$ cat src/rtl/vec3_drive_check.sv
// Drives all eight {d,x,a} vectors into a 3-input combinational block,
// checks each response against EXPECT and reports pass, err_cnt and fail_mask.
module vec3_drive_check #(
  parameter int         HOLD_CYCLES = 20,
  parameter logic [7:0] EXPECT      = 8'hE8
) (
  input  logic       clk,
  input  logic       rst_n,
  input  logic       start,
  output logic       d,
  output logic       x,
  output logic       a,
  input  logic       l_in,
  output logic       busy,
  output logic       done,
  output logic       pass,
  output logic [3:0] err_cnt,
  output logic [7:0] fail_mask
);

  localparam logic [1:0] IDLE   = 2'd0;
  localparam logic [1:0] DRIVE  = 2'd1;
  localparam logic [1:0] FINISH = 2'd2;

  localparam logic [7:0] LAST = 8'(HOLD_CYCLES - 1);

  logic [1:0] state;
  logic [2:0] idx;
  logic [7:0] cnt;
  logic       miss;
  logic [3:0] err_inc;
  logic [2:0] idx_nxt;

  assign miss    = (l_in != EXPECT[idx]);
  assign err_inc = err_cnt + {3'd0, miss};
  assign idx_nxt = idx + 3'd1;

  always_ff @(posedge clk or negedge rst_n) begin
    if (!rst_n) begin
      state     <= IDLE;
      idx       <= '0;
      cnt       <= '0;
      d         <= 1'b0;
      x         <= 1'b0;
      a         <= 1'b0;
      busy      <= 1'b0;
      done      <= 1'b0;
      pass      <= 1'b0;
      err_cnt   <= '0;
      fail_mask <= '0;
    end else begin
      done <= 1'b0;
      unique case (state)
        IDLE: begin
          if (start) begin
            state     <= DRIVE;
            idx       <= '0;
            cnt       <= '0;
            {d, x, a} <= 3'b000;
            busy      <= 1'b1;
            pass      <= 1'b0;
            err_cnt   <= '0;
            fail_mask <= '0;
          end
        end
        DRIVE: begin
          if (cnt == LAST) begin
            cnt <= '0;
            if (miss) begin
              err_cnt        <= err_inc;
              fail_mask[idx] <= 1'b1;
            end
            // The final sample's mismatch must already count toward pass.
            if (idx == 3'd7) begin
              state     <= FINISH;
              idx       <= '0;
              {d, x, a} <= 3'b000;
              busy      <= 1'b0;
              done      <= 1'b1;
              pass      <= (err_inc == 4'd0);
            end else begin
              idx       <= idx_nxt;
              {d, x, a} <= idx_nxt;
            end
          end else begin
            cnt <= cnt + 8'd1;
          end
        end
        FINISH: begin
          state <= IDLE;
        end
        default: begin
          state <= IDLE;
        end
      endcase
    end
  end

endmodule

$ cat config.mk
export PLATFORM = sky130hd
export DESIGN_NAME = vec3_drive_check
export DESIGN_NICKNAME = d
export VERILOG_FILES = /design/src/rtl/vec3_drive_check.sv
export SDC_FILE = /design/constraint.sdc
export NUM_CORES = 1
export LEC_CHECK = 0
export ABC_AREA = 0
export ABC_CLOCK_PERIOD_IN_PS = 3100
export BUFFER_PORTS_ARGS = -buffer_cell sky130_fd_sc_hd__buf_2
export CAP_MARGIN = 10
export CELL_PAD_IN_SITES_DETAIL_PLACEMENT = 1
export CELL_PAD_IN_SITES_GLOBAL_PLACEMENT = 1
export CORE_MARGIN = 5
export CORE_UTILIZATION = 43
export CTS_CLUSTER_DIAMETER = 200
export DETAILED_ROUTE_END_ITERATION = 8
export GPL_TIMING_DRIVEN = 0
export PLACE_DENSITY_LB_ADDON = 0.1
export SKIP_LAST_GASP = 1
export SLEW_MARGIN = 20
export SYNTH_ARGS = -nofsm -noshare
export SYNTH_HDL_FRONTEND = slang
export SYNTH_SLANG_ARGS = --single-unit
$ cat constraint.sdc
create_clock -name clk -period 3.1 [get_ports clk]
set_input_delay 0.155 -clock clk [delete_from_list [all_inputs] [get_ports clk]]
set_output_delay 0.155 -clock clk [all_outputs]
set_load 0.01 [all_outputs]
==> flow_summary.toml, run 1 <==
[route]
drcViolationCount = 0
drtIter0Drc = 79
final_antenna_net_count = 0
vias = 1199
drt-total-wl_um = 3485
vias_per_cell = 5.551
routedWlPerCell_um = 16.13
dr.pass1.iters = 4

[global_routing]
grt_pass1_wl_um = 6023
grt_pass1_vias = 1242
grt_usage_pct = 17.17
grt_max_degree = 29
antenna_found_initial = 0
overflow = 0

[timing]
setup_slack_ns = 0.1993
relSlewSlack_pct = 57.00
grt_setup_unrepaired = "false"
setup_tns_ns = 0
fin_crit_sh_pct = 93.57
worstMarginPinSlew_ns = 0.6437
final_max_slew_viol_count = 0
hold_viol_final = 0
fmax_mhz = 344.7
period_needed_ns = 2.901
finalSetupViolCount = 0
hold_ws_ns = 0.2806
skew_ns = 0.005887

[logic_synthesis]
synth.distinct_cells = 43
syn-instance-count = 144
synth_warnings = 0
yosysTopAreaCellShare_pct = 47.66
synth_edf_count = 0
seq_area_frac_synth_pct = 47.66
synth_top_cell_by_area = "dfrtp_1"
synth_seq_cells = 28
netlist_area_um2 = 1470
syn_area_per_cell_um2 = 10.21
syn_nets = 154
yosys-top-cells-area = "dfrtp_1 (48%), nand2_1 (5.9%), ha_1 (5.1%)"
synth_top_flop_cell = "dfrtp_1"
async_flop_share_pct = 100.0

[cts]
cts_setup_buffers = 0
cts_root_buf = "clkbuf_4"
cts.sinks = 28
path_clk_slew_ns = 0.15
htree_levels = 1
cts-buffers-inserted = 3
clockBufferDepth = 2
worstSkewPairLatency_ns = 0.32
cts_tree = "yes"

[placement]
place_ws_ns = 0.009398
gp_congestion = 0.8528
numPortBuffers = 21
dp.cells = 211
hpwl_um = 2664

[setup_path]
slowest_delay_ns = 0.52
worstPathRequired_ns = 3.38
critPathKind = "reg2reg"
cp-startpoint = "idx[1]"
critPathTopFamily = "simple AND/OR/NAND/NOR gates"
worstPathMaxFanout = 7
path_buf_inv = 1
r2r-start = "idx[1]"
crit_cells = 10
cp_cell_sequence = "inv_1 -> ha_1 -> and2_1 -> o21a_1 -> or2_2 -> ha_1 -> ha_1 -> or4_1 -> nor2_1 -> mux2_2"
cp-start-kind = "flop"
cp_slowest_cell = "or4_1"
cp.arrival_ns = 3.18
crit_top_cell = "ha_1"
reg2reg_depth = 10
cp-end-kind = "flop"

[worst_hold_path]
hold_path.class = "in2reg"
hold_depth = 4
hold_start = "l_in"

[power_and_ir_drop]
leakage_nw = 0.7562
ir_drop_mv = 0.1416
power_switching_uw = 125.0
p_int_uw = 448.4
finalPower_uw = 573.4
p_per_area_nw_per_um2 = 340.2
clock_power_share_pct = 31.1
power_frac_comb_pct = 4.6
seqPwrFrac_pct = 64.3
swShare_pct = 21.80

[final_layout]
final_common_cell = "dfrtp_1"
fill_cells = 395
nNetsFinal = 181
fin_cells = 216
mostFrequentLayoutCells = "dfrtp_1 (27), nand2_1 (23), buf_2 (21)"
layout.area.seq_um2 = 701.9
drive_above_1_share_pct = 25.88
diodes = 0
multi_input_area_um2 = 713.2
syn2layout_area_growth_pct = 14.64

[floorplanning]
die-area_um2 = 4688
start_util_pct = 44.41
fp.dieH_um = 68.47
io_pins = 22
die_width_um = 68.47
core_um2 = 3311
rows = 21

[status]
status = "completed"

[run]
max_cap_violations = 0
[power groups by stage]
stage,registers [mW],clock network (mW),logic (mW)
after global routing,0.369,0.204,0.0304
final,0.369,0.178,0.0265
after global placement,0.376,0,0.0244
after floorplan,0.377,0,0.0102
after CTS,0.369,0.188,0.0272
after detailed placement,0.376,0,0.0258
[registers in the layout, summed over array words and instances (netlist names)]
| register | cells |
|---|---|
| err_cnt | 4 |
| idx | 2 |
| pass | 1 |
| d | 1 |
| cnt | 8 |
| done | 1 |
| busy | 1 |
| fail_mask | 8 |
| state | 2 |
[metrics by stage]
stage               area, µm²  util, %
floorplan                1470        -
global placement         1633    49.32
detailed placement       1633    49.32
CTS                      1684    50.87
global route             1685    50.91
finish                   1685    50.91
[path summary, 6_finish.rpt]
check / end / slack, ns
worst max-delay path: pass / 0.20
worst min-delay path: err_cnt[1] / 0.28
worst max register to register: pass / 0.20
worst min register to register: fail_mask[2] / 0.49
max in group asynchronous: idx[1] / 2.27
min in group asynchronous: fail_mask[3] / 0.38
[area by class of cell]
cell class              instances  area share, %
multi-input cells             106          42.32
flip-flops and latches         28          41.65
repair buffers                 22          6.830
well taps                      46          3.415
plain buffers                   4          2.301
clock buffers                   4          2.153
inverters                       6          1.336
[cells in the mapped netlist (3+ instances only)]
library cell,count
o211ai_1,3
nand3_1,5
inv_1,6
nor2_1,8
ha_1,6
o31ai_1,10
nor4_1,3
o21ai_0,7
nand4_1,5
xor2_1,4
nand2_1,23
dfrtp_1,28
[routing by layer]
layer  vias to the layer above  wire (µm)  track usage [%]
li1                        576          -                -
met1                       598       1519            21.95
met2                        21       1789            30.04
met3                         4        143            2.135
met4                         0         33            4.963
met5                         -          0                0
[kinds of logic after synthesis]
group	count (synthesis)	synth area share (%)
compound gates	33	17.28
simple gates	61	22.04
xor+xnor	5	2.979
fa+ha+maj	6	5.106
mux	1	0.7659
flops	28	47.66
buf+inv	10	4.170
[timing repair]
| action | in CTS | in global routing |
|---|---|---|
| setup endpoints to repair | 1 | 1 |
| hold endpoints to repair | 28 | 0 |
| hold buffers | 1 | 0 |
| resized for setup | 1 | 1 |
[tightest hold or removal path, cell delays in order]
cell	delay [ns]
buf_2	0.11
nor3_2	0.08
o211ai_1	0.17
o31ai_1	0.07
No activity file was read; power rests on OpenSTA's default activity.
==> inputs of run 2 (changes only) <==
- GPL_TIMING_DRIVEN: 0 -> 1
- MAX_ROUTING_LAYER: unset -> met4
==> flow_summary.toml, run 2 (synthesized netlist as in run 1, its figures left out) <==
[status]
status = "completed"

[cts]
path_clk_slew_ns = 0.15
htree_levels = 1
cts.sinks = 28
cts_tree = "yes"
cts-resized-gates = 0
cts-buffers-inserted = 3
clockBufferDepth = 2
cts_root_buf = "clkbuf_4"
hold_buffers = 1
worstSkewPairLatency_ns = 0.32
cts_setup_buffers = 0

[setup_path]
regToRegSetupSlack_ns = 0.26
crit_top_cell = "ha_1"
cp-start-kind = "flop"
cp.arrival_ns = 3.12
slowest_delay_ns = 0.51
cp-end-kind = "flop"
critPathKind = "reg2reg"
worstPathRequired_ns = 3.38
worstPathMaxFanout = 7
cp_cell_sequence = "inv_1 -> ha_1 -> and2_1 -> o21a_1 -> or2_2 -> ha_1 -> ha_1 -> or4_1 -> nor2_1 -> mux2_2"
path_buf_inv = 1
cp_slowest_cell = "or4_1"
critPathTopFamily = "simple AND/OR/NAND/NOR gates"

[final_layout]
fin_cells = 212
nNetsFinal = 178
multi_input_area_um2 = 708.2
fin_area_um2 = 1634
fill_cells = 414
largest_registers = "cnt: 8 flops, fail_mask: 8 flops, err_cnt: 4 flops"
mostFrequentLayoutCells = "dfrtp_1 (28), nand2_1 (23), buf_2 (21)"
syn2layout_area_growth_pct = 11.15
diodes = 0
final_common_cell = "dfrtp_1"
drive_above_1_share_pct = 23.49
layout.area.seq_um2 = 700.7

[route]
drt-total-wl_um = 3365
drtIter0Drc = 20
routedWlPerCell_um = 15.87
final_antenna_net_count = 0
drcViolationCount = 0
vias = 1155
dr.pass1.iters = 4
vias_per_cell = 5.448

[power_and_ir_drop]
p_per_area_nw_per_um2 = 332.9
finalPower_uw = 544.0
ir_drop_mv = 0.1159
leakage_nw = 0.7337

[timing]
final_max_slew_viol_count = 0
worstMarginPinSlew_ns = 0.6237
fin_crit_sh_pct = 91.75
grt_setup_unrepaired = "false"
skew_ns = 0.007775
period_needed_ns = 2.844
relSlewSlack_pct = 58.42
setup_tns_ns = 0
hold_viol_final = 0
hold_ws_ns = 0.3222
finalSetupViolCount = 0
fmax_mhz = 351.6

[global_routing]
grt_usage_pct = 17.00
antenna_found_initial = 0
grt_max_degree = 29
overflow = 0
grt_pass1_vias = 1201
grt_pass1_wl_um = 5844

[run]
max_cap_violations = 0

[floorplanning]
die-area_um2 = 4688
io_pins = 22
rows = 21
start_util_pct = 44.41
fp.dieH_um = 68.47
die_width_um = 68.47
core_um2 = 3311

[placement]
placed_cell_area_um2 = 1602
dp.cells = 208
hpwl_um = 2605
numPortBuffers = 21
gp_congestion = 0.9056

[worst_hold_path]
hold_path.class = "in2reg"
[run 2: area by class of cell]
type | count | share of cell area, %
multi-input combinational | 106 | 43.34
inverter | 6 | 1.378
timing repair buffer | 23 | 7.504
tap | 46 | 3.522
clock buffer | 3 | 1.378
sequential | 28 | 42.88
[run 2: path summary, 6_finish.rpt]
check	startpoint	endpoint	cells after the start
setup / recovery	idx[1]	pass	10
hold / removal	start	cnt[1]	4
setup reg to reg	idx[1]	pass	10
hold reg to reg	busy	busy	1
max in group asynchronous	rst_n	cnt[0]	2
min in group asynchronous	rst_n	fail_mask[6]	2
[run 2: metrics by stage]
step,util [%],setup slack [ns]
final,49.36,0.2557
after CTS,49.36,0.2485
after detailed placement,48.37,0.2802
after global routing,49.36,0.07726
after global placement,48.37,0.3326
after floorplan,-,0.3662
[run 2: worst register-to-register path, cell delays in order, from the launching register on]
cell	delay [ns]
dfrtp_1	0.49
inv_1	0.15
ha_1	0.19
and2_1	0.16
o21a_1	0.25
or2_2	0.34
ha_1	0.20
ha_1	0.29
or4_1	0.51
nor2_1	0.10
mux2_2	0.15
[run 2: where the power goes]
| part | switching [mW] | total [mW] | leakage, nW | internal [mW] |
|---|---|---|---|---|
| Sequential | 0.00191 | 0.369 | 0.343 | 0.367 |
| Clock | 0.103 | 0.149 | 0.0138 | 0.0455 |
| Combinational | 0.0164 | 0.0262 | 0.377 | 0.00979 |
[run 2: layer usage]
| metal | GRT usage (%) | part of all wire [%] | wire (µm) |
|---|---|---|---|
| met1 | 20.63 | 44 | 1479 |
| met5 | - | 0 | 0 |
| met4 | 4.467 | 0.68 | 23 |
| met2 | 29.56 | 52 | 1733 |
| met3 | 2.135 | 3.8 | 128 |
==> inputs of run 3 (changes only) <==
- PLACE_DENSITY: unset -> 0.75
- PLACE_DENSITY_LB_ADDON: 0.1 -> unset
==> flow_summary.toml, run 3 (synthesized netlist as in run 1, its figures left out) <==
[status]
status = "completed"

[timing]
relSlewSlack_pct = 58.25
skew_ns = 0.01435
grt_setup_unrepaired = "false"
final_max_slew_viol_count = 0
hold_viol_final = 0
fin_crit_sh_pct = 92.56
fmax_mhz = 348.5
worstMarginPinSlew_ns = 0.6225
period_needed_ns = 2.869
finalSetupViolCount = 0
setup_tns_ns = 0

[route]
drtIter0Drc = 50
drt-total-wl_um = 3373
vias = 1158
dr.pass1.iters = 5
routedWlPerCell_um = 15.84
drcViolationCount = 0
final_antenna_net_count = 0
vias_per_cell = 5.437

[placement]
gp_congestion = 0.8001
numPortBuffers = 21
hpwl_um = 2521
dp.cells = 208

[floorplanning]
die-area_um2 = 4688
rows = 21
io_pins = 22
core_um2 = 3311
start_util_pct = 44.41
die_width_um = 68.47
fp.dieH_um = 68.47

[final_layout]
fin_cells = 213
syn2layout_area_growth_pct = 12.09
nNetsFinal = 178
final_common_cell = "dfrtp_1"
fill_cells = 392
mostFrequentLayoutCells = "dfrtp_1 (28), nand2_1 (23), buf_2 (21)"
drive_above_1_share_pct = 23.95
largest_registers = "cnt: 8 flops, fail_mask: 8 flops, err_cnt: 4 flops"
diodes = 0

[power_and_ir_drop]
power_switching_uw = 123.7
seqPwrFrac_pct = 64.4
swShare_pct = 21.60
leakage_nw = 0.7408
ir_drop_mv = 0.1699
clock_power_share_pct = 30.9
p_int_uw = 448.9
p_per_area_nw_per_um2 = 347.5
power_frac_comb_pct = 4.6

[worst_hold_path]
hold_start = "start"
hold-path-endpoint = "cnt[1]"
hold_path.class = "in2reg"
hold_depth = 4

[setup_path]
cp.arrival_ns = 3.15
cp-start-kind = "flop"
cp-end-kind = "flop"
slowest_delay_ns = 0.51
r2r_end = "pass"
worstPathRequired_ns = 3.38
crit_top_cell = "ha_1"
reg2reg_depth = 10
worstPathMaxFanout = 7
cp_slowest_cell = "or4_1"
regToRegSetupSlack_ns = 0.23
critPathKind = "reg2reg"
cp_cell_sequence = "inv_1 -> ha_1 -> and2_1 -> o21a_1 -> or2_2 -> ha_1 -> ha_1 -> or4_1 -> nor2_1 -> mux2_2"
r2r-start = "idx[1]"

[cts]
path_clk_slew_ns = 0.15
cts_root_buf = "clkbuf_4"
clockBufferDepth = 2
cts_tree = "yes"
worstSkewPairLatency_ns = 0.33
cts.sinks = 28
htree_levels = 1
cts-buffers-inserted = 3
cts-resized-gates = 0

[global_routing]
antenna_found_initial = 0
grt_pass1_wl_um = 5816
overflow = 0
grt_pass1_vias = 1232
grt_usage_pct = 17.12
grt_max_degree = 29

[run]
max_cap_violations = 0
## run 3: cell types whose count changed in the layout (fill, tap and decap cells not counted), sizes merged
cell | before | now
clkbuf | 3 | 4
## run 3: metrics by stage
step                util (%)  power (mW)  area [µm²]  setup WS [ns]  hold slack [ns]
floorplan                  -      0.3869        1470         0.3662          -0.1406
global placement       48.37      0.4008        1602         0.3404           0.2024
detailed placement     48.37      0.4022        1602         0.2517           0.2060
CTS                    49.77      0.5848        1648         0.2244           0.3172
global route           49.77      0.6032        1648        0.03697           0.3318
finish                 49.77      0.5726        1648         0.2306           0.3260
## run 3: power by group through the flow
stage | Combinational, mW | Sequential (mW) | Clock, mW
after floorplan | 0.0102 | 0.377 | 0
after global placement | 0.0250 | 0.376 | 0
after detailed placement | 0.0264 | 0.376 | 0
after CTS | 0.0273 | 0.369 | 0.188
after global routing | 0.0308 | 0.370 | 0.203
final | 0.0266 | 0.369 | 0.177
## run 3: final cells by class
class | count | area, µm² | area share, %
Clock buffer | 4 | 36.28 | 2.202
Sequential cell | 28 | 700.7 | 42.52
Inverter | 6 | 22.52 | 1.367
Tap cell | 46 | 57.56 | 3.493
Timing Repair Buffer | 23 | 122.6 | 7.441
Multi-Input combinational cell | 106 | 708.2 | 42.98
## run 3: per-layer routing
| metal | wire length, µm | GRT usage (%) | vias up |
|---|---|---|---|
| met4 | 23 | 5.211 | 0 |
| met5 | 0 | - | - |
| li1 | - | - | 566 |
| met1 | 1579 | 22.13 | 577 |
| met3 | 105 | 2.135 | 2 |
| met2 | 1665 | 27.89 | 13 |
## run 3: critical path, delay by kind of cell, from the launching register on
family | cells | cell delay (ns)
compound gates | 1 | 0.25
fa+ha+maj | 3 | 0.68
buf+inv | 1 | 0.16
flops | 1 | 0.49
mux | 1 | 0.15
simple gates | 4 | 1.11
## run 3: worst max path at each step
stage	depth (start not counted)	endpoint	start
floorplan	10	pass	idx[1]
global placement	10	pass	idx[1]
detailed placement	10	pass	idx[1]
CTS	10	pass	idx[1]
global route	10	pass	idx[1]
finish	10	pass	idx[1]
## run 3: what timing repair did
action	CTS	global route
buffers inserted	0	0
endpoints found under the hold margin	28	0
hold buffers	1	0
